==> src/rtl/cpu_run_ctrl_pkg.sv <==
// Shared definitions for the CPU run-control sequencer: state encoding,
// default parameter values and small state-decode helpers.
package cpu_run_ctrl_pkg;

  typedef enum logic [2:0] {
    ST_IDLE  = 3'd0,
    ST_INIT  = 3'd1,
    ST_RUN   = 3'd2,
    ST_PAUSE = 3'd3,
    ST_STEP  = 3'd4,
    ST_HALT  = 3'd5
  } run_state_e;

  localparam int DEF_DEBOUNCE_CYCLES = 4;
  localparam int DEF_DB_W            = 20;
  localparam int DEF_PC_W            = 8;
  localparam int DEF_CYC_W           = 16;

  // The core is clocked only in the two executing states.
  function automatic logic state_runs_core(input run_state_e s);
    return (s == ST_RUN) || (s == ST_STEP);
  endfunction

  function automatic logic state_holds_reset(input run_state_e s);
    return (s == ST_IDLE);
  endfunction

endpackage

==> src/rtl/btn_conditioner.sv <==
// Push-button conditioner: 2-FF synchronizer, counter debounce of the synced
// level, and a registered one-cycle pulse on each accepted rising edge.
module btn_conditioner
  import cpu_run_ctrl_pkg::*;
#(
  parameter int DEBOUNCE_CYCLES = DEF_DEBOUNCE_CYCLES,
  parameter int DB_W            = DEF_DB_W
) (
  input  logic clk_i,
  input  logic rst_ni,
  input  logic btn_i,
  output logic press_o
);

  logic            sync1_q;
  logic            sync2_q;
  logic            filt_q;
  logic            filt_d;
  logic            filt_prev_q;
  logic            press_q;
  logic [DB_W-1:0] cnt_q;
  logic [DB_W-1:0] cnt_d;

  // The counter only runs while the synced level disagrees with the accepted
  // level; any agreement restarts the qualification window.
  always_comb begin
    cnt_d  = '0;
    filt_d = filt_q;
    if (sync2_q != filt_q) begin
      if (cnt_q >= DB_W'(DEBOUNCE_CYCLES - 1)) begin
        filt_d = sync2_q;
        cnt_d  = '0;
      end else begin
        cnt_d = cnt_q + DB_W'(1);
      end
    end
  end

  always_ff @(posedge clk_i) begin
    if (!rst_ni) begin
      sync1_q     <= 1'b0;
      sync2_q     <= 1'b0;
      filt_q      <= 1'b0;
      filt_prev_q <= 1'b0;
      press_q     <= 1'b0;
      cnt_q       <= '0;
    end else begin
      sync1_q     <= btn_i;
      sync2_q     <= sync1_q;
      filt_q      <= filt_d;
      filt_prev_q <= filt_q;
      press_q     <= filt_q & ~filt_prev_q;
      cnt_q       <= cnt_d;
    end
  end

  assign press_o = press_q;

endmodule

==> src/rtl/cpu_run_ctrl.sv <==
// Run-control sequencer for the onBoard CPU: button conditioning, run FSM,
// Moore-decoded clock-enable/reset and a saturating executed-cycle counter.
// Optional macro BREAKPOINT_EN adds a pc breakpoint that traps RUN into PAUSE.
module cpu_run_ctrl
  import cpu_run_ctrl_pkg::*;
#(
  parameter int DEBOUNCE_CYCLES = DEF_DEBOUNCE_CYCLES,
  parameter int DB_W            = DEF_DB_W,
  parameter int PC_W            = DEF_PC_W,
  parameter int CYC_W           = DEF_CYC_W
) (
  input  logic             clock,
  input  logic             reset,
  input  logic             start,
  input  logic             stop,
  input  logic             inc,
  input  logic             halt_i,
  input  logic [PC_W-1:0]  pc,
`ifdef BREAKPOINT_EN
  input  logic             bp_valid,
  input  logic [PC_W-1:0]  bp_addr,
`endif
  output logic             cpu_en,
  output logic             cpu_rst_n,
  output logic [2:0]       run_state,
  output logic [CYC_W-1:0] cycle_count
);

  logic start_p;
  logic stop_p;
  logic inc_p;

  btn_conditioner #(.DEBOUNCE_CYCLES(DEBOUNCE_CYCLES), .DB_W(DB_W)) u_start_btn (
    .clk_i  (clock),
    .rst_ni (reset),
    .btn_i  (start),
    .press_o(start_p)
  );

  btn_conditioner #(.DEBOUNCE_CYCLES(DEBOUNCE_CYCLES), .DB_W(DB_W)) u_stop_btn (
    .clk_i  (clock),
    .rst_ni (reset),
    .btn_i  (stop),
    .press_o(stop_p)
  );

  btn_conditioner #(.DEBOUNCE_CYCLES(DEBOUNCE_CYCLES), .DB_W(DB_W)) u_inc_btn (
    .clk_i  (clock),
    .rst_ni (reset),
    .btn_i  (inc),
    .press_o(inc_p)
  );

  run_state_e       state_q;
  run_state_e       state_d;
  logic [CYC_W-1:0] cycle_q;
  logic [CYC_W-1:0] cycle_d;
  logic             bp_hit;

`ifdef BREAKPOINT_EN
  logic bp_skip_q;
  logic bp_skip_d;

  // A resume from PAUSE masks the match for one RUN cycle so the core can
  // execute the instruction it trapped on.
  assign bp_skip_d = (state_q == ST_PAUSE) && (state_d == ST_RUN);
  assign bp_hit    = bp_valid && (pc == bp_addr) && !bp_skip_q;

  always_ff @(posedge clock) begin
    if (!reset) begin
      bp_skip_q <= 1'b0;
    end else begin
      bp_skip_q <= bp_skip_d;
    end
  end
`else
  logic unused_pc;

  assign bp_hit    = 1'b0;
  assign unused_pc = ^pc;
`endif

  // Event priority within each state: halt_i > stop_p > start_p > inc_p.
  always_comb begin
    state_d = state_q;
    case (state_q)
      ST_IDLE: begin
        if (start_p) state_d = ST_INIT;
      end
      ST_INIT: begin
        state_d = ST_RUN;
      end
      ST_RUN: begin
        if (halt_i)      state_d = ST_HALT;
        else if (stop_p) state_d = ST_PAUSE;
        else if (bp_hit) state_d = ST_PAUSE;
      end
      ST_PAUSE: begin
        if (stop_p)       state_d = ST_IDLE;
        else if (start_p) state_d = ST_RUN;
        else if (inc_p)   state_d = ST_STEP;
      end
      ST_STEP: begin
        state_d = halt_i ? ST_HALT : ST_PAUSE;
      end
      ST_HALT: begin
        if (stop_p)       state_d = ST_IDLE;
        else if (start_p) state_d = ST_INIT;
      end
      default: begin
        state_d = ST_IDLE;
      end
    endcase
  end

  // Clearing on entry to INIT makes the zero visible during the INIT cycle.
  always_comb begin
    cycle_d = cycle_q;
    if (state_d == ST_INIT) begin
      cycle_d = '0;
    end else if (cpu_en && (cycle_q != '1)) begin
      cycle_d = cycle_q + CYC_W'(1);
    end
  end

  always_ff @(posedge clock) begin
    if (!reset) begin
      state_q <= ST_IDLE;
      cycle_q <= '0;
    end else begin
      state_q <= state_d;
      cycle_q <= cycle_d;
    end
  end

  assign cpu_en      = state_runs_core(state_q);
  assign cpu_rst_n   = !state_holds_reset(state_q);
  assign run_state   = state_q;
  assign cycle_count = cycle_q;

endmodule
==> config.mk <==
export PLATFORM = sky130hd
export DESIGN_NAME = cpu_run_ctrl
export DESIGN_NICKNAME = d
export VERILOG_FILES = /design/src/rtl/cpu_run_ctrl_pkg.sv /design/src/rtl/btn_conditioner.sv /design/src/rtl/cpu_run_ctrl.sv
export SDC_FILE = /design/constraint.sdc
export NUM_CORES = 1
export LEC_CHECK = 0
export CORE_AREA = 2 2 83 85
export DETAILED_ROUTE_END_ITERATION = 10
export DIE_AREA = 0 0 85 87
export PLACE_DENSITY_LB_ADDON = 0.1
export SYNTH_ARGS = -nofsm -noshare
export SYNTH_HDL_FRONTEND = slang
export SYNTH_HIERARCHICAL = 1
export SYNTH_SLANG_ARGS = --single-unit
export TNS_END_PERCENT = 30
==> constraint.sdc <==
create_clock -name clock -period 1.5 [get_ports clock]
set_input_delay 0.225 -clock clock [delete_from_list [all_inputs] [get_ports clock]]
set_output_delay 0.225 -clock clock [all_outputs]
set_load 0.01 [all_outputs]
; ---- Word level (Yosys, flattened, before mapping)
; Index checks and enable logic that the tools add are counted.
[op_classes]
addsub = 4
magnitude_cmp = 3
eq_ne = 10
mux = 9
bitwise = 10
n_reduce_logical = 11
[ops]
columns = cell, count
row1 = 20-bit by 1-bit adder with 20-bit output (second input constant), 3
row2 = 20-bit by 2-bit greater-or-equal comparator with 1-bit output (second input constant), 3
row3 = 3-bit 2-to-1 mux, 8
row4 = 3-bit one-hot mux with 6 select lines, 1
row5 = 16-bit by 1-bit adder with 16-bit output (second input constant), 1
row6 = 16-bit != test (second input constant), 1
row7 = 3-bit OR reduction, 3
row8 = 1-bit inverter, 7
row9 = 3-bit by 1-bit equality test with 1-bit output (second input constant), 2
row10 = 3-bit by 2-bit equality test with 1-bit output (second input constant), 2
row11 = 3-bit equality test (second input constant), 2
row12 = 2-bit AND reduction, 3
row13 = 1-bit AND, 3
row14 = 3-bit logical NOT, 1
row15 = 1-bit != test, 3
row16 = 2-bit OR reduction, 1
row17 = 1-bit logical AND, 1
row18 = 1-bit logical NOT, 1
row19 = 1-bit logical OR, 1
[word_totals]
regBits = 94
in_bits = 14
output_inout_bits = 21
word_cells = 67

; ---- Depth between registers and ports, before layout
[logic_depth]
ltp_word = 6
mapped_depth = 7
depth_no_buf = 5

; ---- Hierarchy
; The synthesis kept the hierarchy.
[by_module_without_submodules]
columns = mod, n_inst, cells_each, area_each_um2
row1 = btn_conditioner, 3, 46, 639.4
row2 = cpu_run_ctrl, 1, 130, 1177.4

; ---- Least setup slack after synthesis
; OpenSTA, ideal clock, no wires.
[synth_timing]
kind = flip-flop to flip-flop
startpoint = register cycle_q[0], in the netlist cycle_count[0]
endpoint = register cycle_q[3], in the netlist cycle_count[3]
t_arrival_ns = 1.555
slack_ns = -0.133
path_stages_with_launch = 7
path_buffers = 1
synth_period_minus_slack_ns = 1.633
path_cell_list = dfxtp_1 > ha_1 > nand4_1 > nor4_4 > buf_4 > o21ai_0 > a32oi_1
[synth_between]
elab_chain_cells = 2
elab_cells_between_ends = 3
cone_classes = 1 x add/sub / 1 x eq/ne / 1 x reduce/logical
[synth_rtl]
columns = element, line_no
row1 = start: declaration, cpu_run_ctrl.sv:56  ; logic [CYC_W-1:0] cycle_q;
row2 = start signal: assignment, cpu_run_ctrl.sv:132  ; cycle_q <= cycle_d;
row3 = branches (longest 2 deep; another with 16-bit by 1-bit adder with 16-bit output), --
; Parallel ways; which one is timed is not known.
; A chain may end at the register's enable or synchronous reset.

; ---- Worst setup path after layout
[layout_timing]
startpoint = register cycle_q[0], in the netlist cycle_count[0]
endpoint = register cycle_q[11], in the netlist cycle_count[11]
; Same word-level chain as after synthesis.

==> impl_metrics.csv <==
group,metric,value,unit
critical_path,critPathKind,"reg -> reg",
finish,multi_input_area,1370,µm²
min_path,min_path_type,"reg -> reg",
sta,finalSetupTns,-883,ps
clock_tree,htreeDepth,3,
finish,final_cell_area,4210,µm²
sta,setup_violations,12,
clock_tree,cts_tree,"yes",
drt,first_pass_iters,4,
logic_synthesis,synth_edf_count,0,
critical_path,critical_path_arrival,1900,ps
grt,grt_usage,0.161,
sta,fin_worst_skew,16.2,ps
drt,drcViolationCount,0,
finish,area_growth,36.1,%
clock_tree,ctsHoldBuffers,0,
floorplan,dieArea,7400,µm²
drt,num_vias,2295,
floorplan,io_pins,35,
logic_synthesis,postSynthCellCount,268,
place,io_buffers,26,
finish,antenna_cells,0,
logic_synthesis,avgSynthCellArea,11.6,µm²
clock_tree,clk_pin_slew_worst_paths,90,ps
floorplan,rows,30,
floorplan,die_w,85,µm
floorplan,initial_core_util,0.471,
drt,wirelength,5.51,mm
clock_tree,clockBufferDepth,2,
critical_path,crit_fanout,6,
grt,grt_max_degree,19,
critical_path,required,1770,ps
drt,via_per_inst,4.85,
drt,drt_iter0_drc,135,
logic_synthesis,ys_warn_count,6,
grt,antenna_found_initial,0,
grt,grt_pass1_vias,2157,
pwr,ir_drop,0.000632,V
logic_synthesis,yosys.area.top_type,"dfxtp_1",
sta,fmax,0.614,GHz
place,place_area,3920,µm²
flow_run,maxCapViolCount,0,
sta,finalMaxSlewViolations,0,
logic_synthesis,ys.flop_type,"dfxtp_1",
logic_synthesis,synthTopCellsByArea,"dfxtp_1 (61%), a32oi_1 (4.2%), nand2_1 (2.5%)",
finish,layout.area.seq,1910,µm²
sta,fin_crit_sh,1.09,
floorplan,core,6570,µm²
logic_synthesis,synth_commonest_cells,"dfxtp_1 (94), nand2_1 (21), a32oi_1 (15)",
logic_synthesis,synth_async_sr_flop_share,0,
place,dp_hpwl,3.82,mm
pwr,total_leakage_power,0.00189,µW
drt,wire_per_inst,11.7,µm
grt,grt_pass1_wl,9.40,mm
sta,fin_ws,-130,ps
logic_synthesis,ys_seq_area_frac,0.608,
grt,grt.overflow.total,0,
outcome,failed_checks,"negative setup slack",
critical_path,cp-start-kind,"flip-flop",
sta,finalHoldWorstSlack,378,ps
logic_synthesis,synth-seq-cells,94,
sta,hold_violations,0,
clock_tree,cts.sinks,94,
critical_path,cp-end-kind,"flip-flop",
floorplan,fp.dieH,87,µm
finish,num-nets-final,406,
finish,fill_cells,551,
sta,rsz0062_at_grt,"yes",
pwr,powerDensity,1010,nW/µm²
logic_synthesis,ys_types,44,
place,place_congestion,0.789,
clock_tree,cts_made_buffers,9,
finish,drive_gt1_frac,0.252,
outcome,status,"finished with violations",
logic_synthesis,syn_area,3100,µm²
logic_synthesis,yosysMostFrequentCell,"dfxtp_1",
clock_tree,root_buffer,"clkbuf_8",
drt,drtAntennaViolNets,0,
logic_synthesis,yosysTopAreaCellShare,0.608,
sta,timing.final.crit_period,1630,ps
clock_tree,clk_latency,360,ps
-- cells by family after synthesis --
kind of cell	count (synthesis)	synth area share
flip-flops	94	0.608
AND/OR/NAND/NOR	94	0.198
AO/OA/AOI/OAI	48	0.119
buffers and inverters	19	0.0319
XOR/XNOR	5	0.0202
adder cells (fa/ha/maj)	4	0.0162
other	3	0.00364
multiplexers	1	0.00323
-- final cells by class --
cell class | count | share of cell area
multi-input combinational | 206 | 0.325
tap | 80 | 0.0238
clock buffer | 11 | 0.0336
timing repair buffer | 67 | 0.145
clock inverter | 5 | 0.0101
inverter | 10 | 0.00891
sequential | 94 | 0.454
-- routing by layer --
layer,vias up,share of wire,GRT usage
met5,-,0,0
met4,0,0.012,0.0649
met3,6,0.043,0.0502
met2,37,0.47,0.249
met1,1071,0.48,0.211
li1,1181,-,-
-- metrics by stage --
step | util | std cells | setup WS, ps | total power [µW]
after global routing | 0.642 | 473 | -201 | 4450
after CTS | 0.633 | 470 | -123 | 4330
after global placement | 0.596 | 450 | -202 | 2800
final | 0.642 | 473 | -130 | 4270
after detailed placement | 0.596 | 450 | -257 | 2800
after floorplan | - | 319 | -7.35 | 2740
-- cell usage in the layout (no fill, tap or decap), drive strengths merged, types with 5 or more instances in the layout --
master and n:
dfxtp 94, conb 54, buf 43, nand2 21, nor4 16, dlygate4sd2 15, a32oi 15, inv 12
clkbuf 11, or3 11, o31ai 10, and2 10, o21ai 10, nand4 8, or4 8, clkdlybuf4s50 6
nor2 5
-- flip-flops by register name (all words and copies together) (netlist names), 3 cells and up --
| name | flops |
|---|---|
| u_inc_btn/cnt_q | 20 |
| u_start_btn/cnt_q | 20 |
| u_stop_btn/cnt_q | 20 |
| cycle_count | 16 |
| run_state | 3 |
-- final timing paths --
path,startpoint,to,slack (ps),depth (start not counted)
worst max-delay path,cycle_count[0],cycle_count[11],-130,5
worst min-delay path,u_start_btn/filt_prev_q,u_start_btn/press_o,380,1
worst min register to register,u_start_btn/filt_prev_q,u_start_btn/press_o,380,1
worst max register to register,cycle_count[0],cycle_count[11],-130,5
-- repair_timing --
action / in CTS / in global routing
setup endpoints to repair: 36 / 20
cloned: 0 / 0
resized for setup: 49 / 11
buffers inserted: 4 / 3
pin swaps: 12 / 8
-- where the power goes --
group          switching [µW]  internal (µW)
Combinational            68.7           62.5
Sequential               28.5           2580
Clock                     863            669
Total                     960           3310
-- critical path: stages, from the launching register on --
cell	delay [ps]
dfxtp_2	360
buf_4	130
and4b_2	270
nand4_4	130
or4_1	500
a32oi_1	160
Note: power is estimated with default switching activity, not from simulation.
